File: src/rtl/seq_multiplier_if.sv
// Handshake/bus bundle between a controller and the shared shift-add multiplier.
// The controller (master) drives start/a/b; the multiplier (slave) returns busy/done/m.
// Pure wiring, no storage; WIDTH must match the attached multiplier instance.
interface seq_multiplier_if #(
   parameter int WIDTH = 4
);
   logic               start;
   logic [WIDTH-1:0]   a;
   logic [WIDTH-1:0]   b;
   logic               busy;
   logic               done;
   logic [2*WIDTH-1:0] m;

   modport master (output start, output a, output b, input busy, input done, input m);
   modport slave  (input start, input a, input b, output busy, output done, output m);
endinterface

File: src/rtl/seq_multiplier.sv
// Purpose: WIDTH x WIDTH shift-add multiplier reusing a single adder; MULT_SIGNED_EN selects two's complement operands.
// Latency: start accepted at edge E0 -> done pulse with m valid after edge E0+WIDTH+1; one product per WIDTH+1 cycles.
// Backpressure: none; start is ignored while busy, and accepted in IDLE or in the FINISH cycle (back-to-back).
module seq_multiplier #(
   parameter int WIDTH = 4
) (
   input logic             clk,
   input logic             rst,
   seq_multiplier_if.slave bus
);
   localparam int PW = 2 * WIDTH;
   localparam int CW = $clog2(WIDTH);

   typedef enum logic [1:0] {IDLE, RUN, FINISH} state_t;

   state_t           state;
   logic [PW-1:0]    mcand;
   logic [PW-1:0]    acc;
   logic [PW-1:0]    m_q;
   logic [WIDTH-1:0] mplr;
   logic [CW-1:0]    cnt;
   logic             busy_q;
   logic             done_q;
   logic             accept;
   logic [WIDTH-1:0] a_load;
   logic [WIDTH-1:0] b_load;
   logic [PW-1:0]    result;

   // A new request is taken when idle or in the single FINISH cycle.
   assign accept = bus.start && ((state == IDLE) || (state == FINISH));

`ifdef MULT_SIGNED_EN
   logic sign_q;

   // Magnitudes fit in WIDTH unsigned bits, including the most-negative value.
   always_comb begin
      a_load = bus.a[WIDTH-1] ? (~bus.a + 1'b1) : bus.a;
      b_load = bus.b[WIDTH-1] ? (~bus.b + 1'b1) : bus.b;
      result = sign_q ? (~acc + 1'b1) : acc;
   end
`else
   // Unsigned operands pass straight through.
   always_comb begin
      a_load = bus.a;
      b_load = bus.b;
      result = acc;
   end
`endif

   // Control FSM and datapath: one shift-add step per RUN cycle, result written in FINISH.
   always_ff @(posedge clk) begin
      if (rst) begin
         state  <= IDLE;
         mcand  <= '0;
         acc    <= '0;
         m_q    <= '0;
         mplr   <= '0;
         cnt    <= '0;
         busy_q <= 1'b0;
         done_q <= 1'b0;
`ifdef MULT_SIGNED_EN
         sign_q <= 1'b0;
`endif
      end else begin
         done_q <= 1'b0;
         case (state)
            IDLE: begin
               state <= IDLE;
            end
            RUN: begin
               if (mplr[0]) begin
                  acc <= acc + mcand;
               end
               mcand <= mcand << 1;
               mplr  <= mplr >> 1;
               cnt   <= cnt + 1'b1;
               if (cnt == CW'(WIDTH - 1)) begin
                  state  <= FINISH;
                  busy_q <= 1'b0;
               end
            end
            FINISH: begin
               m_q    <= result;
               done_q <= 1'b1;
               state  <= IDLE;
            end
            default: begin
               state <= IDLE;
            end
         endcase
         // Loading after the case lets a FINISH-cycle start override the return to IDLE.
         if (accept) begin
            mcand  <= PW'(a_load);
            mplr   <= b_load;
            acc    <= '0;
            cnt    <= '0;
            busy_q <= 1'b1;
            state  <= RUN;
`ifdef MULT_SIGNED_EN
            sign_q <= bus.a[WIDTH-1] ^ bus.b[WIDTH-1];
`endif
         end
      end
   end

   assign bus.busy = busy_q;
   assign bus.done = done_q;
   assign bus.m    = m_q;
endmodule

File: src/flat_wrapper.sv
// flat-port wrapper written by rule: the top's interface ports become plain ports
module seq_multiplier_flat 
#(
   parameter int WIDTH = 4
)
  (clk, rst, bus_start, bus_a, bus_b, bus_busy, bus_done, bus_m);
  seq_multiplier_if #(.WIDTH(WIDTH)) bus_i ();
  input logic clk;
  input logic rst;
  input wire logic [$bits(bus_i.start)-1:0] bus_start;
  input wire logic [$bits(bus_i.a)-1:0] bus_a;
  input wire logic [$bits(bus_i.b)-1:0] bus_b;
  output wire logic [$bits(bus_i.busy)-1:0] bus_busy;
  output wire logic [$bits(bus_i.done)-1:0] bus_done;
  output wire logic [$bits(bus_i.m)-1:0] bus_m;
  assign bus_i.start = bus_start;
  assign bus_i.a = bus_a;
  assign bus_i.b = bus_b;
  assign bus_busy = bus_i.busy;
  assign bus_done = bus_i.done;
  assign bus_m = bus_i.m;
  seq_multiplier #(.WIDTH(WIDTH)) u_core (.clk(clk), .rst(rst), .bus(bus_i));
endmodule
File: config.mk
export PLATFORM = sky130hd
export DESIGN_NAME = seq_multiplier_flat
export DESIGN_NICKNAME = d
export VERILOG_FILES = /design/src/rtl/seq_multiplier_if.sv /design/src/rtl/seq_multiplier.sv /design/src/flat_wrapper.sv
export SDC_FILE = /design/constraint.sdc
export NUM_CORES = 1
export LEC_CHECK = 0
export CAP_MARGIN = 0
export CORE_MARGIN = 2
export CORE_UTILIZATION = 35
export CTS_CLUSTER_SIZE = 8
export DETAILED_ROUTE_END_ITERATION = 10
export GPL_ROUTABILITY_DRIVEN = 1
export MAX_ROUTING_LAYER = met4
export SLEW_MARGIN = 20
export SYNTH_ARGS = -nofsm -noshare
export SYNTH_HDL_FRONTEND = slang
export SYNTH_SLANG_ARGS = --single-unit
File: constraint.sdc
create_clock -name clk -period 1.85 [get_ports clk]
set_input_delay 0.37 -clock clk [delete_from_list [all_inputs] [get_ports clk]]
set_output_delay 0.37 -clock clk [all_outputs]
set_load 0.01 [all_outputs]
==> run_results.csv, run 1 <==
group,metric,value,unit
power,total_power,1.458,mW
worst_hold_path,hold_start,"u_core.bus.m[3]$_SDFFE_PP0N_",
setup_path,cp_top_family,"compound AO/OA/AOI/OAI gates",
outcome,outcome,"finished, final reports clean",
global_route,gr-total-overflow,0,
setup_path,critPathMaxStageDelay,0.38,ns
clocking,cts_hold_buf,0,
placed_design,portBuffers,20,
layout,fin_util,0.4491,
logic_synthesis,synthesis.area,0.001556,mm^2
global_route,grt_pass1_vias,1244,
global_route,grt_max_degree,21,
power,ir_worst_vdd,380.9,uV
setup_path,crit_slowest_cell,"or3_4",
setup_path,crit_required,2.08,ns
setup_path,cp-end-kind,"register",
clocking,cts_tree,"done",
layout,drive_gt1_frac,0.1157,
logic_synthesis,synth_nets,210,
logic_synthesis,yosysUniqueCellTypes,35,
worst_hold_path,hp-class,"reg -> reg",
sta,rsz0062_at_grt,"false",
clocking,cts_root_buf,"clkbuf_8",
global_route,antenna_found_initial,0,
layout,fin_cells,268,
flow_run,cap_violations,0,
power,p_leak,0.7023,nW
setup_path,crit_path_start_kind,"register",
routing,drt_iter0_drc,60,
sta,finalMaxSlewViolations,0,
clocking,cts-htree-levels,2,
clocking,clkSinkCount,34,
logic_synthesis,yosysWarnings,0,
global_route,track_usage,0.1456,
setup_path,r2r_start,"u_core.acc[2]$_SDFFE_PP0P_",
power,powerDensity,750.9,mW/mm^2
floorplan,ios,21,
sta,setup_viol,0,
clocking,clkLatencyLatePin,0.29,ns
routing,num_vias,1334,
sta,fin_ws,0.1110,ns
placed_design,hpwl,2333,um
sta,finalHoldViolations,0,
logic_synthesis,yosys.area.top_type,"dfxtp_1",
placed_design,dp.cells,259,
sta,setup_tns,0,ns
routing,viasPerCell,4.978,
routing,wl,3132,um
routing,drc_errors,0,
sta,skew,0.006795,ns
routing,ant_nets,0,
logic_synthesis,yosysTopAreaCellShare,0.4373,
floorplan,die_h,70.69,um
setup_path,cp_max_fo,4,
placed_design,post-place-ws,0.06723,ns
logic_synthesis,ys_seq_area_frac,0.4373,
floorplan,die_width,70.69,um
clocking,cts_made_buffers,5,
global_route,grt_pass1_wl,5561,um
sta,min_period_over_period,0.9400,
setup_path,cp-startpoint,"u_core.acc[2]$_SDFFE_PP0P_",
setup_path,cp_data_arrival_time,1.97,ns
setup_path,crit_type,"reg -> reg",
routing,avgRoutedWirePerCell,11.69,um
sta,max_freq,0.5750,GHz
sta,fin_crit,1.739,ns
placed_design,gp_congestion,0.7964,
logic_synthesis,avgSynthCellArea,8.192,um^2
logic_synthesis,synth.area.top_cells,"dfxtp_1 44%, nand2_1 11%, a21oi_1 7.1%",
sta,worst_pin_slew,0.4471,ns
logic_synthesis,ys_seq_elements,34,
sta,max_slew_margin,0.7019,
layout,antenna_cells,0,
floorplan,fp.dieArea,0.004996,mm^2
floorplan,rows,24,
setup_path,worst-path-buf-inv,0,
logic_synthesis,syn-instance-count,190,
floorplan,core-area,0.004324,mm^2
layout,syn_to_final_growth,24.76,%
layout,fillCellCount,456,
routing,dr.pass1.iters,4,
layout,finalNetCount,235,
clocking,clk_path_buf_depth,2,
floorplan,start_util,0.3600,
setup_path,path_cells,"ha_1, a21oi_2, a211oi_1, or3_4, a311oi_2, a41o_1",
clocking,clkSlewWorstSetupHoldPaths,0.08,ns
==> metrics by stage <==
step	hold WS [ns]	instance area, um^2
5_1_grt	0.4823	1942
6_report	0.4541	1942
3_5_place_dp	0.4462	1833
3_3_place_gp	0.4416	1833
2_1_floorplan	0.4400	1556
4_1_cts	0.4567	1923
==> path summary, 6_finish.rpt <==
kind,to,slack [ns],cells past startpoint
max,u_core.acc[7]$_SDFFE_PP0P_,0.11,6
min,u_core.bus.m[3]$_SDFFE_PP0N_,0.45,2
max reg2reg,u_core.acc[7]$_SDFFE_PP0P_,0.11,6
min reg2reg,u_core.bus.m[3]$_SDFFE_PP0N_,0.45,2
==> layout by cell type (no fill, tap or decap), drive strengths merged <==
cell type	count
a32oi	1
clkdlybuf4s50	20
a41o	1
nor3	4
o2111ai	1
a22oi	1
nand4	1
nand3	3
o211ai	1
or3	1
fa	1
o21ai	3
mux2i	2
buf	8
dfxtp	34
and2	1
a311oi	6
a21oi	23
clkinv	2
ha	8
nand2b	4
a22o	1
a211oi	2
inv	5
o31ai	1
and3	1
nand2	45
xnor2	2
nor2b	6
clkinvlp	1
and2b	1
clkbuf	5
nor2	18
o21a	2
==> worst min-delay path, cell delays in order (launching register included) <==
cell     delay, ns
dfxtp_1       0.31
nand2_1       0.05
a21oi_1       0.05
==> repair_timing <==
item / in CTS / in global routing
endpoints found under the setup margin: 0 / 3
gates resized for setup: 0 / 6
hold endpoints to repair: 0 / 0
setup buffers: 0 / 1
==> synthesized netlist by cell type <==
cell       number
o31ai_1         1
fa_1            1
xnor2_1         2
nor2_1         18
a311oi_1        5
buf_1           1
o211ai_1        1
o21a_1          2
o2111ai_1       1
and2b_1         1
a311oi_2        1
nor3_1          4
buf_2           3
a22o_1          1
and2_1          1
nor2b_1         6
mux2i_1         2
nand4_1         1
a21oi_1        22
clkbuf_1        6
nand3_2         1
inv_1           5
nand2b_1        4
and3_1          1
ha_1            8
a22oi_1         1
a211oi_1        2
o21ai_0         3
or3_4           1
a21oi_2         1
nand3_1         2
dfxtp_1        34
a32oi_1         1
nand2_1        45
a41o_1          1
==> registers in the layout, summed over array words and instances (netlist names) <==
signal / flops
u_core.acc: 8
u_core.bus.busy: 1
u_core.bus.m: 8
u_core.state: 2
u_core.cnt: 2
u_core.mcand: 8
u_core.bus.done: 1
u_core.mplr: 4
==> final cells by class <==
class / count / area (um^2) / area share
Timing Repair Buffer: 28 / 260.3 / 0.1340
Clock inverter: 3 / 21.27 / 0.01095
Multi-Input combinational cell: 141 / 824.5 / 0.4246
Clock buffer: 5 / 68.82 / 0.03544
Tap cell: 52 / 65.06 / 0.03351
Inverter: 5 / 18.77 / 0.009665
Sequential cell: 34 / 683.2 / 0.3518
==> power by group <==
group	leakage, nW	total, mW	switching, mW	internal (mW)
combinational	0.381	0.142	0.0756	0.0668
sequential	0.277	0.769	0.0159	0.753
clock	0.0441	0.547	0.283	0.264
==> per-layer routing <==
metal | vias to the layer above | global-route usage | wire length [um] | share of wire
li1 | 699 | - | - | -
met1 | 601 | 0.1841 | 1590 | 0.51
met2 | 27 | 0.2129 | 1354 | 0.43
met3 | 7 | 0.03419 | 108 | 0.034
met4 | 0 | 0.08176 | 78 | 0.025
met5 | - | - | 0 | 0
==> kinds of logic after synthesis <==
kind of cell    share of synthesized area
compound gates                     0.1809
xor+xnor                          0.01126
fa+ha+maj                         0.07717
buf+inv                           0.03858
flops                              0.4373
mux                               0.01286
simple gates                       0.2420
(Power assumes the default switching activity.)
==> run 2, diff against run 1 <==
Settings changed: CTS_BUF_LIST set to sky130_fd_sc_hd__clkbuf_8.
Clock period 1.85 ns to 1.6 ns, I/O delays scaled along.
==> run_results.csv, run 2 (synthesis results as in run 1) <==
group,metric,value,unit
sta,fin_ws,-0.03346,ns
sta,setup_tns,-0.06001,ns
sta,skew,0.005076,ns
setup_path,cp-end-kind,"register",
sta,max_freq,0.6122,GHz
routing,drc_errors,0,
clocking,clkLatencyLatePin,0.29,ns
clocking,cts_made_buffers,5,
routing,ant_nets,0,
clocking,clkSlewWorstSetupHoldPaths,0.07,ns
routing,num_vias,1393,
layout,drive_gt1_frac,0.2255,
sta,min_period_over_period,1.021,
placed_design,portBuffers,20,
floorplan,start_util,0.3600,
clocking,cts_tree,"done",
power,p_leak,0.8025,nW
global_route,antenna_found_initial,0,
floorplan,rows,24,
clocking,clkSinkCount,34,
setup_path,critPathMostFrequentCell,"o21a_1",
floorplan,ios,21,
layout,final_cell_mix,"45 x nand2_1, 29 x dfxtp_1, 28 x buf_4",
power,ir_worst_vdd,416.3,uV
layout,finalNetCount,255,
placed_design,gp_congestion,0.8363,
floorplan,die_width,70.69,um
floorplan,die_h,70.69,um
placed_design,hpwl,2397,um
flow_run,cap_violations,0,
sta,fin_crit,1.633,ns
setup_path,cp_data_arrival_time,1.82,ns
sta,finalMaxSlewViolations,0,
routing,dr.pass1.iters,4,
setup_path,crit_required,1.79,ns
layout,fillCellCount,447,
worst_hold_path,hp-class,"reg -> reg",
setup_path,cp_max_fo,3,
setup_path,crit_type,"reg -> reg",
layout,antenna_cells,0,
power,powerDensity,778.1,mW/mm^2
routing,wl,3320,um
setup_path,crit_slowest_cell,"dfxtp_2",
setup_path,path_cells,"ha_4, inv_2, fa_2, nor2b_4, o21a_1, o21a_1, o31ai_1, nor2b_1",
routing,viasPerCell,4.854,
sta,worst_pin_slew,0.4377,ns
layout,final_cell_area,0.002152,mm^2
sta,max_slew_margin,0.7082,
layout,syn_to_final_growth,38.26,%
placed_design,place_area,0.001998,mm^2
outcome,outcome,"finished, violations left",
sta,finalHoldViolations,0,
clocking,clk_path_buf_depth,2,
layout,mostFrequentLayoutCell,"nand2_1",
setup_path,critPathMaxStageDelay,0.36,ns
outcome,violations,"setup timing",
clocking,cts-htree-levels,2,
sta,rsz0062_at_grt,"true",
floorplan,fp.dieArea,0.004996,mm^2
global_route,grt_max_degree,21,
global_route,track_usage,0.1562,
floorplan,core-area,0.004324,mm^2
global_route,grt_pass1_wl,5899,um
placed_design,post-place-ws,-0.09530,ns
clocking,cts_root_buf,"clkbuf_8",
global_route,gr-total-overflow,0,
global_route,grt_pass1_vias,1301,
sta,setup_viol,2,
routing,drt_iter0_drc,27,
routing,avgRoutedWirePerCell,11.57,um
setup_path,crit_path_start_kind,"register",
-- run 2: cell types whose count changed in the layout (fill, tap and decap cells not counted), sizes merged --
cell      delta
buf         +20
clkinvlp     -1
-- run 2: critical path, delay by kind of cell (launching register included) --
family | cells | cell delay (ns)
AND/OR/NAND/NOR | 2 | 0.25
AO/OA/AOI/OAI | 3 | 0.40
buffers and inverters | 1 | 0.03
adder cells (fa/ha/maj) | 2 | 0.49
flip-flops | 1 | 0.36
-- run 2: where the power goes --
part	switching (mW)	internal, mW	total (mW)
clock	0.304	0.292	0.595
sequential	0.0183	0.872	0.890
combinational	0.0935	0.0958	0.189
-- run 2: path summary, 6_finish.rpt --
check / start / to / slack, ns / depth (start not counted)
worst min-delay path: u_core.bus.m[4]$_SDFFE_PP0N_ / u_core.bus.m[4]$_SDFFE_PP0N_ / 0.45 / 2
worst max register to register: u_core.mcand[0]$_SDFFE_PP0P_ / u_core.acc[4]$_SDFFE_PP0P_ / -0.03 / 8
worst max-delay path: u_core.mcand[0]$_SDFFE_PP0P_ / u_core.acc[4]$_SDFFE_PP0P_ / -0.03 / 8
worst min register to register: u_core.bus.m[4]$_SDFFE_PP0N_ / u_core.bus.m[4]$_SDFFE_PP0N_ / 0.45 / 2
-- run 2: timing repair --
item                                   4_1_cts  5_1_grt
gates resized for setup                      9        3
endpoints found under the hold margin        0        0
setup endpoints to repair                    3        3
buffers inserted                             2        1
pin swaps                                    3        2
cloned                                       0        0
hold buffers                                 0        0
-- run 2: layout make-up --
type                            count  area, um^2  share of cell area
Sequential cell                    34       686.9              0.3192
Multi-Input combinational cell    141       892.1              0.4145
Clock inverter                      2       10.01            0.004651
Tap cell                           52       65.06             0.03023
Inverter                            5       18.77            0.008721
Timing Repair Buffer               48       410.4              0.1907
Clock buffer                        5       68.82             0.03198
-- run 2: per-stage QoR --
step	hold WS (ns)	utilization	instances	power, mW
after floorplan	0.4400	-	190	1.010
after global placement	0.4420	0.4621	277	1.093
after detailed placement	0.4456	0.4621	277	1.093
after CTS	0.4546	0.4916	286	1.696
after global routing	0.4632	0.4977	287	1.749
final	0.4512	0.4977	287	1.675
-- run 2: layer usage --
metal  up-vias  share of wire  global-route usage
met1       628           0.50              0.1973
met5         -              0                   -
li1        736              -                   -
met4         0          0.023             0.08805
met3         7          0.033             0.03846
met2        22           0.44              0.2274
==> variant: new RTL, flow settings as in run 2 <==
`WIDTH` is set to 4 in 3 places; all go to 2.
--- a/src/rtl/seq_multiplier_if.sv
+++ b/src/rtl/seq_multiplier_if.sv
@@ -2,7 +2,7 @@
 // The controller (master) drives start/a/b; the multiplier (slave) returns busy/done/m.
 // Pure wiring, no storage; WIDTH must match the attached multiplier instance.
 interface seq_multiplier_if #(
-   parameter int WIDTH = 4
+   parameter int WIDTH = 2
 );
    logic               start;
    logic [WIDTH-1:0]   a;
--- a/src/rtl/seq_multiplier.sv
+++ b/src/rtl/seq_multiplier.sv
@@ -2,7 +2,7 @@
 // Latency: start accepted at edge E0 -> done pulse with m valid after edge E0+WIDTH+1; one product per WIDTH+1 cycles.
 // Backpressure: none; start is ignored while busy, and accepted in IDLE or in the FINISH cycle (back-to-back).
 module seq_multiplier #(
-   parameter int WIDTH = 4
+   parameter int WIDTH = 2
 ) (
    input logic             clk,
    input logic             rst,
--- a/src/flat_wrapper.sv
+++ b/src/flat_wrapper.sv
@@ -1,7 +1,7 @@
 // flat-port wrapper written by rule: the top's interface ports become plain ports
 module seq_multiplier_flat 
 #(
-   parameter int WIDTH = 4
+   parameter int WIDTH = 2
 )
   (clk, rst, bus_start, bus_a, bus_b, bus_busy, bus_done, bus_m);
   seq_multiplier_if #(.WIDTH(WIDTH)) bus_i ();
Ports: changed (resized bus_a, bus_b and bus_m); port bits go from 21 to 13. The function was not compared with the original's and may differ.
==> variant against run 2 <==
Clock skew decreased by 0.0024 ns; synthesized area decreased by 48%; utilization decreased by 3.9 points; highest routed layer unchanged; power decreased by 45%; sequential cell count decreased by 15; setup slack improved by 0.19 ns; non-clock buffer count decreased by 33; final area decreased by 53%; largest cell class unchanged; routed wire length decreased by 57%; count of clock-buffer cells in the layout decreased by 2; clock power decreased by 45%; sequential share of layout area increased by 5.9 points.
==> variant: results (changes against run 2) <==
- Status: finished clean
- Crit path DAT: 1.63 ns (-0.19 ns)
- Most frequent cells after synthesis: dfxtp_1, nor2_1, a21oi_1, mux2i_1, nand2_1
- Unique masters post-synth: 24 (-31%)
- Initial DRC Count: 6 (-78%)
- Ys Warns: 0 (unchanged)
- Asr flop ratio synth: 0 (unchanged)
- Post CTS Setup Buffer Count: 0 (-2)
- Setup Skew: 0.002629 ns (-0.002446 ns)
- Clock-pin slew on the worst setup and hold paths: 0.07 ns (about the same)
- Slowest-stage cell, CP: fa_1
- Post-DP HPWL: 1.095 mm (-54%)
- Mean number of vias per cell: 4.891 (+0.76%)
- Largest net degree at the start of global routing: 13 (-38%)
- Clock Latency Late Sink: 0.25 ns (-0.04 ns)
- Leak pwr: 0.3974 nW (-50%)
- Cells after synthesis: 85 (-55%)
- Drt total wl: 1.443 mm (-57%)
- Worst VDD drop: 0.0005847 V (+40%)
- Global-route wire length before repair: 2.490 mm (-58%)
- Routed wire per std cell: 11.27 um (-2.5%)
- Crit path max-delay family: adder cells
- Num CTS Buffers: 3 (-2)
- Layout cells sized above 1: 0.09000 (-0.1355)
- Largest stage delay, worst path: 0.43 ns (+0.07 ns)
- Largest cells by area after synthesis: dfxtp_1, mux2i_1, nor2_1, a21oi_1, ha_1
- Total Routing Usage GR: 0.1328 (-0.02342)
- IO buf count: 12 (-40%)
- Post_cts resized: 0 (-9)
- Gpl congestion: 0.8372 (+0.11%)
- Vias in the first global route: 590 (-55%)
- Htree depth: 1 (-1)
- DP Worst Slack: 0.1025 ns (+0.1978 ns)
- Main synth FF type: dfxtp_1
- Rel. slew slack: 0.7861 (+0.07794)
- Placed cell count: 124 (-55%)
- Max Fanout on Critical Path: 3 (unchanged)
- Sequential area share after synthesis: 0.4720 (+0.03475)
- Nets: 112 (-56%)
- Mapped Nets: 96 (-54%)
## variant: changes by cell type after synthesis, moves of 3 or more
cell,before,now
nand2_1,45,6
dfxtp_1,34,19
a21oi_1,22,8
clkbuf_1,6,0
mux2i_1,2,8
a311oi_1,5,0
ha_1,8,3
nor2_1,18,13
nor2b_1,6,1
o21ai_0,3,0
## variant: area by class of cell
class                           instances  area [um^2]
Clock inverter                          1        5.005
Inverter                                3        11.26
Timing Repair Buffer                   15        142.6
Clock buffer                            3        41.29
Tap cell                               28        35.03
Multi-Input combinational cell         59        390.4
Sequential cell                        19        380.4
Fill cell                             210         1185
## variant: metal layers
| metal | wire length, um | vias to the layer above | global-route usage |
|---|---|---|---|
| met5 | 0 | - | - |
| met4 | 44 | 0 | 0.09211 |
| met3 | 73 | 6 | 0.04310 |
| met2 | 634 | 18 | 0.1941 |
| met1 | 689 | 287 | 0.1530 |
| li1 | - | 315 | - |
## variant: power by group
group	internal (mW)	total [mW]	switching [mW]	leakage, nW
clock network	0.173	0.328	0.155	0.0255
registers	0.489	0.500	0.0109	0.154
logic	0.0495	0.0969	0.0474	0.217
total	0.711	0.925	0.214	0.397
## variant: worst register-to-register path, stage by stage (launching register included)
cell and delay (ns):
dfxtp_1 0.36, ha_1 0.18, inv_1 0.06, fa_1 0.43, xnor2_1 0.15, nand2_1 0.07
a21oi_1 0.13
## variant: kinds of logic after synthesis
| logic type | share of synthesized area |
|---|---|
| AOI/OAI and AO/OA | 0.1149 |
| xor gates and xnor gates | 0.01087 |
| adders and majority gates | 0.07143 |
| buffers and inverters | 0.04346 |
| DFF | 0.4720 |
| muxes | 0.09938 |
| and+or+nand+nor | 0.1879 |
## variant: final timing paths
| kind | start | endpoint | slack [ns] | cells after the start |
|---|---|---|---|---|
| max | u_core.mcand[0] | u_core.acc[2] | 0.16 | 6 |
| min | u_core.bus.busy | u_core.bus.busy | 0.46 | 2 |
| max reg2reg | u_core.mcand[0] | u_core.acc[2] | 0.16 | 6 |
| min reg2reg | u_core.bus.busy | u_core.bus.busy | 0.46 | 2 |
## variant: stage by stage
step | hold WS, ns | area (um^2)
3_5_place_dp | 0.4510 | 959.7
5_1_grt | 0.4859 | 1006
4_1_cts | 0.4645 | 1006
3_3_place_gp | 0.4459 | 959.7
6_report | 0.4638 | 1006
2_1_floorplan | 0.3993 | 805.8
